[src/rtl/sr_flag_arbiter.sv]
// rtl/sr_flag_arbiter.sv - round-robin arbiter driving single S/R pulses into a shared flag bank
module sr_flag_arbiter #(
  parameter int NREQ  = 4,
  parameter int NFLAG = 8,
  parameter int IDXW  = 3
) (
  input  logic                 clk,
  input  logic                 rst,
  input  logic [NREQ-1:0]      req,
  input  logic [NREQ-1:0]      op,
  input  logic [NREQ*IDXW-1:0] idx,
  output logic [NFLAG-1:0]     s_vec,
  output logic [NFLAG-1:0]     r_vec,
  output logic [NFLAG-1:0]     flags,
  output logic [NREQ-1:0]      ack,
  output logic                 err,
  output logic                 conflict,
  output logic                 busy
);

  localparam int PW = (NREQ > 1) ? $clog2(NREQ) : 1;
  // NFLAG may equal 2**IDXW, so compare with one extra bit of headroom.
  localparam logic [IDXW:0] NFLAG_W = (IDXW+1)'(NFLAG);

  typedef enum logic [1:0] {IDLE, DRIVE, ACK} state_t;

  state_t            state_q;
  logic [PW-1:0]     ptr_q;
  logic [PW-1:0]     win_q;
  logic [PW-1:0]     win_d;
  logic              op_q;
  logic              sel_op_d;
  logic [IDXW-1:0]   idx_q;
  logic [IDXW-1:0]   sel_idx_d;
  logic [NFLAG-1:0]  s_q;
  logic [NFLAG-1:0]  r_q;
  logic [NFLAG-1:0]  flags_q;
  logic [NFLAG-1:0]  hit_d;
  logic [NREQ-1:0]   ack_q;
  logic              err_q;
  logic              conflict_q;
  logic              conflict_d;
  logic              busy_q;
  logic              in_range_d;
  logic              found_d;
  int                cand_d;

  assign s_vec    = s_q;
  assign r_vec    = r_q;
  assign flags    = flags_q;
  assign ack      = ack_q;
  assign err      = err_q;
  assign conflict = conflict_q;
  assign busy     = busy_q;

  // Round-robin pick: first pending requester scanning upward from ptr with wrap.
  always_comb begin
    win_d   = ptr_q;
    found_d = 1'b0;
    cand_d  = 0;
    for (int k = 0; k < NREQ; k++) begin
      cand_d = int'(ptr_q) + k;
      if (cand_d >= NREQ) cand_d = cand_d - NREQ;
      if (!found_d && req[cand_d]) begin
        win_d   = PW'(cand_d);
        found_d = 1'b1;
      end
    end
  end

  // Mux out the winner's op and index with constant selects only.
  always_comb begin
    sel_op_d  = 1'b0;
    sel_idx_d = '0;
    for (int r = 0; r < NREQ; r++) begin
      if (PW'(r) == win_d) begin
        sel_op_d  = op[r];
        sel_idx_d = idx[r*IDXW +: IDXW];
      end
    end
  end

  // Flag two pending requests that would set and clear the same valid flag.
  always_comb begin
    conflict_d = 1'b0;
    for (int i = 0; i < NREQ; i++) begin
      for (int j = i + 1; j < NREQ; j++) begin
        if (req[i] && req[j] && (op[i] != op[j]) &&
            (idx[i*IDXW +: IDXW] == idx[j*IDXW +: IDXW]) &&
            ({1'b0, idx[i*IDXW +: IDXW]} < NFLAG_W)) begin
          conflict_d = 1'b1;
        end
      end
    end
  end

  // One-hot decode of the latched index; an out-of-range index decodes to zero.
  always_comb begin
    hit_d      = '0;
    in_range_d = ({1'b0, idx_q} < NFLAG_W);
    for (int f = 0; f < NFLAG; f++) begin
      hit_d[f] = (idx_q == IDXW'(f));
    end
  end

  // Arbitration FSM with all outputs registered; pulses default low every cycle.
  always_ff @(posedge clk) begin
    if (rst) begin
      state_q    <= IDLE;
      ptr_q      <= '0;
      win_q      <= '0;
      op_q       <= 1'b0;
      idx_q      <= '0;
      s_q        <= '0;
      r_q        <= '0;
      flags_q    <= '0;
      ack_q      <= '0;
      err_q      <= 1'b0;
      conflict_q <= 1'b0;
      busy_q     <= 1'b0;
    end else begin
      s_q        <= '0;
      r_q        <= '0;
      ack_q      <= '0;
      err_q      <= 1'b0;
      conflict_q <= 1'b0;
      case (state_q)
        IDLE: begin
          conflict_q <= conflict_d;
          if (|req) begin
            win_q   <= win_d;
            op_q    <= sel_op_d;
            idx_q   <= sel_idx_d;
            state_q <= DRIVE;
            busy_q  <= 1'b1;
          end else begin
            busy_q  <= 1'b0;
          end
        end
        DRIVE: begin
          if (op_q) begin
            s_q     <= hit_d;
            flags_q <= flags_q | hit_d;
          end else begin
            r_q     <= hit_d;
            flags_q <= flags_q & ~hit_d;
          end
          state_q <= ACK;
          busy_q  <= 1'b1;
        end
        ACK: begin
          for (int r = 0; r < NREQ; r++) begin
            ack_q[r] <= (PW'(r) == win_q);
          end
          err_q   <= ~in_range_d;
          ptr_q   <= (win_q == PW'(NREQ - 1)) ? '0 : win_q + PW'(1);
          state_q <= IDLE;
          busy_q  <= 1'b0;
        end
        default: begin
          state_q <= IDLE;
          busy_q  <= 1'b0;
        end
      endcase
    end
  end

endmodule
[config.mk]
export PLATFORM = sky130hd
export DESIGN_NAME = sr_flag_arbiter
export DESIGN_NICKNAME = d
export VERILOG_FILES = /design/src/rtl/sr_flag_arbiter.sv
export SDC_FILE = /design/constraint.sdc
export NUM_CORES = 1
export LEC_CHECK = 0
export ABC_CLOCK_PERIOD_IN_PS = 2840
export CORE_ASPECT_RATIO = 0.8
export CORE_MARGIN = 1.5
export CORE_UTILIZATION = 45
export CTS_CLUSTER_SIZE = 8
export DETAILED_ROUTE_END_ITERATION = 10
export PLACE_DENSITY = 0.76
export SYNTH_ARGS = -nofsm -noshare
export SYNTH_HDL_FRONTEND = slang
export SYNTH_SLANG_ARGS = --single-unit
[constraint.sdc]
create_clock -name clk -period 2.84 [get_ports clk]
set_input_delay 0.568 -clock clk [delete_from_list [all_inputs] [get_ports clk]]
set_output_delay 0.568 -clock clk [all_outputs]
set_load 0.02 [all_outputs]
# Word level (Yosys, flattened, before mapping)
# Index checks and enable logic that the tools add are counted.
[classes] n_bitwise=7 add_sub_neg=8 n_eq_ne=29 n_reduce_logical=34 n_lt_le_gt_ge=8 muxes=43
[ops] operator="32-bit by 4-bit < comparator with 1-bit output (second input constant)" n=4
[ops] operator="32-bit 2-to-1 mux" n=4
[ops] operator="1-bit 2-to-1 mux" n=22
[ops] operator="1-bit logical AND" n=21
[ops] operator="3-bit == test" n=6
[ops] operator="3-bit == test (second input constant)" n=4
[ops] operator="2-bit 2-to-1 mux" n=6
[ops] operator="3-bit 2-to-1 mux" n=4
[ops] operator="3-bit by 3-bit subtractor with 4-bit output (second input constant)" n=3
[ops] operator="3-bit >= comparator (second input constant)" n=3
[ops] operator="8-bit bitwise AND" n=1
[ops] operator="1-bit binary-select mux with 2-bit select" n=4
[ops] operator="2-bit == test (first input constant)" n=4
[ops] operator="8-bit 2-to-1 mux" n=1
[ops] operator="8-bit NOT" n=1
[ops] operator="8-bit bitwise OR" n=1
[ops] operator="2-bit by 2-bit adder with 3-bit output (second input constant)" n=2
[ops] operator="3-bit by 2-bit == test with 1-bit output (second input constant)" n=2
[ops] operator="2-bit logical NOT" n=3
[ops] operator="1-bit != test" n=6
[ops] operator="3-bit OR reduction" n=2
[ops] operator="1-bit by 2-bit == test with 1-bit output (first input constant)" n=2
[ops] operator="2-bit == test (second input constant)" n=2
[ops] operator="1-bit NOT" n=4
[ops] operator="14 further kinds" n=17
[totals] in_bits=22 wordCells=140 regBits=40 out_inout_bits=31

# Logic depth before layout (Yosys ltp)
# Gate-level depths: netlist of the first run.
[depth] depth_word=20 mapped_depth=7 mapped_depth_nobuf=5

# Least setup slack after synthesis of the first run
# No wires, ideal clock.
[synth_timing] kind="input -> register" from="input req[3]" to="register idx_q[0]" t_required_ns=2.707 setup_time_ns=0.133 arrival_ns=1.565 n_path_buf=2 stages=7 path_slack_ns=1.142 path_cell_list="buf_2 nor4_1 or3_1 buf_2 nor2_4 nand2_1 o221ai_1"
[synth_via] elab_chain_len=18
[synth_lines] item="start, declared" line_no="9" source="input logic [NREQ-1:0] req,"
[synth_lines] item="1-bit binary-select mux with 2-bit select" line_no="64" source="if (!found_d && req[cand_d]) begin"
[synth_lines] item="1-bit 2-to-1 mux (implied by the code) (2 in series)" line_no="64"
[synth_lines] item="1-bit 2-to-1 mux" line_no="64"
[synth_lines] item="1-bit logical NOT" line_no="64"
[synth_lines] item="1-bit logical AND" line_no="64"
[synth_lines] item="1-bit 2-to-1 mux" line_no="64"
[synth_lines] item="1-bit logical NOT" line_no="64"
[synth_lines] item="1-bit logical AND" line_no="64"
[synth_lines] item="1-bit 2-to-1 mux" line_no="64"
[synth_lines] item="1-bit logical NOT" line_no="64"
[synth_lines] item="1-bit logical AND" line_no="64"
[synth_lines] item="2-bit 2-to-1 mux" line_no="64"
[synth_lines] item="2-bit logical NOT" line_no="76" source="if (PW'(r) == win_d) begin"
[synth_lines] item="3-bit 2-to-1 mux (4 in series)" line_no="76"
[synth_lines] item="end signal, assigned" line_no="133" source="idx_q <= sel_idx_d;"
[synth_lines] item="end, declared" line_no="33" source="logic [IDXW-1:0] idx_q;"
# Parallel ways exist; a longest one is shown, timed or not. The select of a mux whose other input is x is not followed.
# A chain may end at the register's enable or synchronous reset.

# Worst setup path in the final report of the first run
# Same ends and word-level chain as after synthesis.

==> results.md, run 1 <==
* Residual DRC at 0
* CTS max path bufs at 2
* Critical path endpoint category: flip-flop
* Htree depth at 2
* Root buf cell: clkbuf_8
* Sw Ratio at 25.1%
* Clock network power share at 37.9%
* Die area at 0.00456 mm2
* Die height at 60.7 um
* Main synth FF type: dfxtp_1
* Startpoint types: input port
* Post-Place Cells at 310
* Fin util at 64.8%
* Core ar. at 0.00390 mm2
* Commonest cells after routing, fill and taps aside: clkdlybuf4s50_1, dfxtp_1, nor2_1
* Via count at 1,609
* DP Worst Slack at 0.461 ns
* Part of the cycle the worst path needs at 73.6%
* Seq pwr share at 46.2%
* Crit-path max FO at 9
* Share of cells above drive strength 1 at 5.70%
* Async set-reset flop share out of synthesis at 0%
* Fillcell total at 335
* Mapped cell area at 0.00187 mm2
* Post-CTS setup buffer count at 0
* Slew @ Worst Pin at 0.583 ns
* CTS buffer count at 5
* P_int at 0.987 mW
* Crit path time final at 2.09 ns
* ANT nets after route at 0
* TNS Setup at 0 ns
* All-Layer GR Usage at 20.3%
* Slew Viols, Final at 0
* Syn Nets at 241
* HP Class: reg -> reg
* Setup violators final at 0
* Power density over cell area at 520 mW/mm2
* CTS Hold Bufs at 0
* Grt met2 use at 31.4%
* Setup Skew at 0.00240 ns
* TritonCTS clock tree: built
* Syn_area_per_cell at 8.72 um2
* Layout Nets at 288
* Count of clock tree sinks at 40
* Pwr Total at 1.32 mW
* Post-Layout Cell Count at 318
* RSZ-0062 raised after global routing: no
* Port Buffers at 51
* Post-synth EDFFs at 0
* Final hold viol count at 0
* Ports at 53
* Placer congestion estimate at 0.823
* WP data required at 3.01 ns
* Syn Inst Count at 215
* Kind of critical path: in -> reg
* ANT cells at 0
* Largest net degree at the start of global routing at 19
* Static leakage at 0.901 nW
* Grt met1 use at 28.3%
* Initial Utilization at 48.0%
* Data arrival, critical path at 2.26 ns
* Psw at 0.330 mW
* Combinational Power Share at 15.9%
* Vias in the first global route at 1,497
* Commonest non-fill, non-tap cell in the layout: clkdlybuf4s50_1
* Largest vdd supply drop at 478 uV
* Worst skew pair latency at 0.29 ns
* Drt first pass iters at 4
* Post-CTS Resized at 0
* Fmax at 478 MHz
* Initial antenna violation count at 0
* Ys Warns at 0
* Number of synthesized register bits at 40
* Clock transition at the registers of the reported paths at 0.07 ns
* Global-route wire length before repair at 7020 um
* Die Wd at 75.2 um
* Post-synthesis sequential area ratio at 42.7%
* Iteration-0 DRC Markers at 133
* Met3 GRT Util at 5.65%
* Routed wire length at 3960 um
* Dpl hpwl at 2980 um
* Row count at 20
* Per-cell routed wire length at 12.5 um
* Outcome: finished clean
* Post-route setup slack at 0.748 ns
* Max-slew headroom at the worst pin at 61.1%
* GRT overflow at 0
* Layout area overhead at 35.0%
* Maxcap violations at 0
* Busiest grt layer: met2
* Distinct cells, synth at 40
* Vias per cell at 5.06
==> cell usage after synthesis, types with 4 or more instances <==
cell type	instances	area [um2]
nand2_1	15	56.3
clkbuf_1	7	26.3
o221ai_1	4	35.0
or3_1	4	25.0
xnor2_1	8	70.1
a21oi_1	11	55.1
inv_1	7	26.3
nand2b_1	4	25.0
nand3b_1	8	60.1
nor2_1	33	124
nand3_1	4	20.0
o21ai_0	11	55.1
mux2i_1	11	110
xor2_1	7	61.3
dfxtp_1	40	801
and2_1	4	25.0
ha_1	4	50.1
==> stage by stage <==
step	area, um2	hold WS (ns)
after floorplan	1870	0.441
after global placement	2400	0.467
after detailed placement	2400	0.469
after CTS	2530	0.481
after global routing	2530	0.517
final	2530	0.482
==> critical path: stages <==
cell	delay [ns]
clkdlybuf4s50_1	0.56
nor4_1	0.43
or3_1	0.37
nor2_4	0.05
nand2_1	0.13
o221ai_1	0.13
==> worst paths after layout <==
check / startpoint / slack (ns) / depth (start not counted) / end
worst max-delay path: req[3] / 0.75 / 6 / idx_q[0]$_SDFFE_PP0P_
worst min-delay path: flip-flop / 0.48 / 2 / flip-flop
worst max register to register: state_q[1]$_SDFFE_PP0P_ / 1.26 / 3 / r_vec[7]$_SDFF_PP0_
worst min register to register: flip-flop / 0.48 / 2 / flip-flop
==> final cells by class <==
cell class                      count  area, um2  area share, %
Clock inverter                      1       30.0           1.19
Multi-Input combinational cell    155        987           39.0
Tap cell                           55       68.8           2.72
Clock buffer                        7       96.3           3.81
Timing Repair Buffer               52        518           20.5
Inverter                            8       30.0           1.19
Sequential cell                    40        801           31.6
==> cells by family (layout without fill, tap and decap cells) <==
family | count (synthesis) | in the layout | share of synthesized area [%]
XOR/XNOR | 15 | 15 | 7.01
multiplexers | 11 | 11 | 5.87
adder cells (fa/ha/maj) | 4 | 4 | 2.67
AO/OA/AOI/OAI | 41 | 41 | 14.6
AND/OR/NAND/NOR | 83 | 83 | 22.3
buffers and inverters | 20 | 68 | 4.61
flip-flops | 40 | 40 | 42.7
other | 1 | 1 | 0.200
==> power by group through the flow <==
| stage | registers (mW) | logic [mW] | clock network [mW] |
|---|---|---|---|
| after floorplan | 0.611 | 0.138 | 0 |
| after global placement | 0.621 | 0.207 | 0 |
| after detailed placement | 0.621 | 0.209 | 0 |
| after CTS | 0.608 | 0.210 | 0.502 |
| after global routing | 0.613 | 0.233 | 0.537 |
| final | 0.608 | 0.209 | 0.499 |
==> per-layer routing <==
metal / vias up / share of wire (%)
met5: - / 0
met2: 48 / 43
li1: 838 / -
met1: 719 / 51
met3: 4 / 4.9
met4: 0 / 0.68
Power figures use the tool's default switching activity.
==> run 2: changes to the inputs <==
--- a/config.mk
+++ b/config.mk
@@ -5,10 +5,10 @@
 export SDC_FILE = /design/constraint.sdc
 export NUM_CORES = 1
 export LEC_CHECK = 0
-export ABC_CLOCK_PERIOD_IN_PS = 2840
+export ABC_CLOCK_PERIOD_IN_PS = 1890
 export CORE_ASPECT_RATIO = 0.8
 export CORE_MARGIN = 1.5
-export CORE_UTILIZATION = 45
+export CORE_UTILIZATION = 43
 export CTS_CLUSTER_SIZE = 8
 export DETAILED_ROUTE_END_ITERATION = 10
 export PLACE_DENSITY = 0.76
==> constraint.sdc (replaced) <==
create_clock -name clk -period 1.89 [get_ports clk]
set_input_delay 0.378 -clock clk [delete_from_list [all_inputs] [get_ports clk]]
set_output_delay 0.378 -clock clk [all_outputs]
set_load 0.02 [all_outputs]
==> run 2 against run 1 <==
Critical path depth unchanged. First-iteration DRC count is 33% lower. Global-route usage shrank 1.9 points. Worst hold slack worse by 0.0016 ns. Register-to-register slack got worse by 0.93 ns. Combinational power grew 76%. Total power increased by 37%. Sequential share of layout area down 2.0 points. Flip-flop and latch count unchanged. Wire length grew 9.2%. Clock power is 5.4% higher. Largest cell class unchanged. Highest routed layer is now met3.
==> results.md, run 2 (same netlist as run 1, synthesis figures left out) <==
* Row count at 21
* Fin util at 64.6%
* ANT nets after route at 0
* Post-route setup slack at 0.0873 ns
* Die height at 62.1 um
* Startpoint types: input port
* Largest vdd supply drop at 402 uV
* Maxcap violations at 0
* Post-Place Cells at 335
* Share of cells above drive strength 1 at 14.7%
* Setup violators final at 0
* Commonest non-fill, non-tap cell in the layout: clkdlybuf4s50_1
* Crit-path max FO at 4
* Initial antenna violation count at 0
* Residual DRC at 0
* Critical Path, Cell by Cell: clkdlybuf4s50_1 > buf_4 > o2111ai_1 > nor3_2 > a2111oi_2 > a2111oi_2
* Largest stage delay, worst path at 0.49 ns
* Power density over cell area at 671 mW/mm2
* Routed wire length at 4330 um
* Largest net degree at the start of global routing at 15
* Port Buffers at 51
* WP data required at 2.04 ns
* Iteration-0 DRC Markers at 89
* CTS buffer count at 5
* Kind of critical path: in -> reg
* Layout Nets at 311
* Part of the cycle the worst path needs at 95.4%
* Crit path time final at 1.80 ns
* CTS max path bufs at 2
* Commonest cells after routing, fill and taps aside: clkdlybuf4s50_1, dfxtp_1, nor2_1
* Worst skew pair latency at 0.28 ns
* Setup Skew at 0.00418 ns
* Worst path bufs/invs at 2
* Htree depth at 2
* Slew Viols, Final at 0
* Top delay family on crit path: compound AO/OA/AOI/OAI gates
* Fmax at 555 MHz
* Cell repeated most along the worst path: a2111oi_2
* Worst Setup SP: idx[3]
* Die Wd at 76.8 um
* Global-route wire length before repair at 6910 um
* Drt first pass iters at 4
* Post-Layout Cell Count at 342
* Reg2Reg Launch Point: ptr_q[1]$_SDFFE_PP0N_
* Outcome: finished clean
* HP Class: reg -> reg
* ANT cells at 0
* Placer congestion estimate at 0.877
* Per-cell routed wire length at 12.6 um
* Worst hold margin at 0.481 ns
* Vias in the first global route at 1,519
* TritonCTS clock tree: built
* Static leakage at 1.03 nW
* Initial Utilization at 44.9%
* CP max stage cell: clkdlybuf4s50_1
* Count of clock tree sinks at 40
* Via count at 1,705
* Data arrival, critical path at 1.95 ns
* Die area at 0.00477 mm2
* Dpl hpwl at 3290 um
* Layout area overhead at 44.0%
* All-Layer GR Usage at 18.4%
* Vias per cell at 4.99
* Root buf cell: clkbuf_8
* GRT overflow at 0
* Clock transition at the registers of the reported paths at 0.08 ns
* Critical path endpoint category: flip-flop
* DP Worst Slack at -0.271 ns
* Core ar. at 0.00418 mm2
* Final hold viol count at 0
* RSZ-0062 raised after global routing: no
* Ports at 53
* TNS Setup at 0 ns
-- run 2: cell count changes in the layout (fill, tap and decap cells not counted), sizes merged --
cell	before	now
bufinv	1	0
buf	1	24
clkbuf	7	5
dlymetal6s2s	0	4
clkinvlp	0	1
clkinv	0	1
clkdlybuf4s50	51	47
-- run 2: layout make-up --
cell class	instances	area [um2]
timing repair buffer	75	701
inverter	8	30.0
clock inverter	2	12.5
sequential	40	801
tap	57	71.3
clock buffer	5	68.8
multi-input combinational	155	1010
fill	360	1480
-- run 2: timing repair --
action                     CTS  global route
setup buffers                0             0
setup endpoints to repair    0             5
hold endpoints to repair     0             0
gates resized for setup      0             9
hold buffers                 0             0
-- run 2: metal layers --
metal	GRT usage, %	up-vias	share of wire [%]
li1	-	883	-
met1	23.8	783	46
met2	32.4	39	50
met3	4.53	0	4.0
met4	3.17	0	0
met5	0	-	0
-- run 2: report_power, final --
group          switching [mW]  internal (mW)  leakage, nW
Combinational           0.187          0.181        0.665
Sequential             0.0433          0.873        0.324
Clock                   0.277          0.250       0.0400
Total                   0.507           1.30         1.03
-- run 2: worst reg2reg max path, stage by stage (launching register included) --
cell and delay [ns]:
dfxtp_1 0.37, or3_1 0.38, nand4b_1 0.11, nand2_2 0.18, mux2i_1 0.25, o221ai_1 0.14
-- run 2: final timing paths --
kind | endpoint | slack [ns] | depth (start not counted)
max | conflict$_SDFF_PP0_ | 0.09 | 6
min | flip-flop | 0.48 | 2
max reg2reg | idx_q[0]$_SDFFE_PP0P_ | 0.33 | 5
min reg2reg | flip-flop | 0.48 | 2
-- run 2: metrics by stage --
step                instance area (um2)  power (mW)
floorplan                          1870        1.13
global placement                   2580        1.28
detailed placement                 2580        1.29
CTS                                2660        1.81
global route                       2700        1.90
finish                             2700        1.81
==> run 3: changes to the inputs <==
--- a/config.mk
+++ b/config.mk
@@ -12,6 +12,7 @@
 export CTS_CLUSTER_SIZE = 8
 export DETAILED_ROUTE_END_ITERATION = 10
 export PLACE_DENSITY = 0.76
+export SLEW_MARGIN = 25
 export SYNTH_ARGS = -nofsm -noshare
 export SYNTH_HDL_FRONTEND = slang
 export SYNTH_SLANG_ARGS = --single-unit
==> results of run 3 <==
The final DEF is identical to that of run 2; final timing and power are the same.
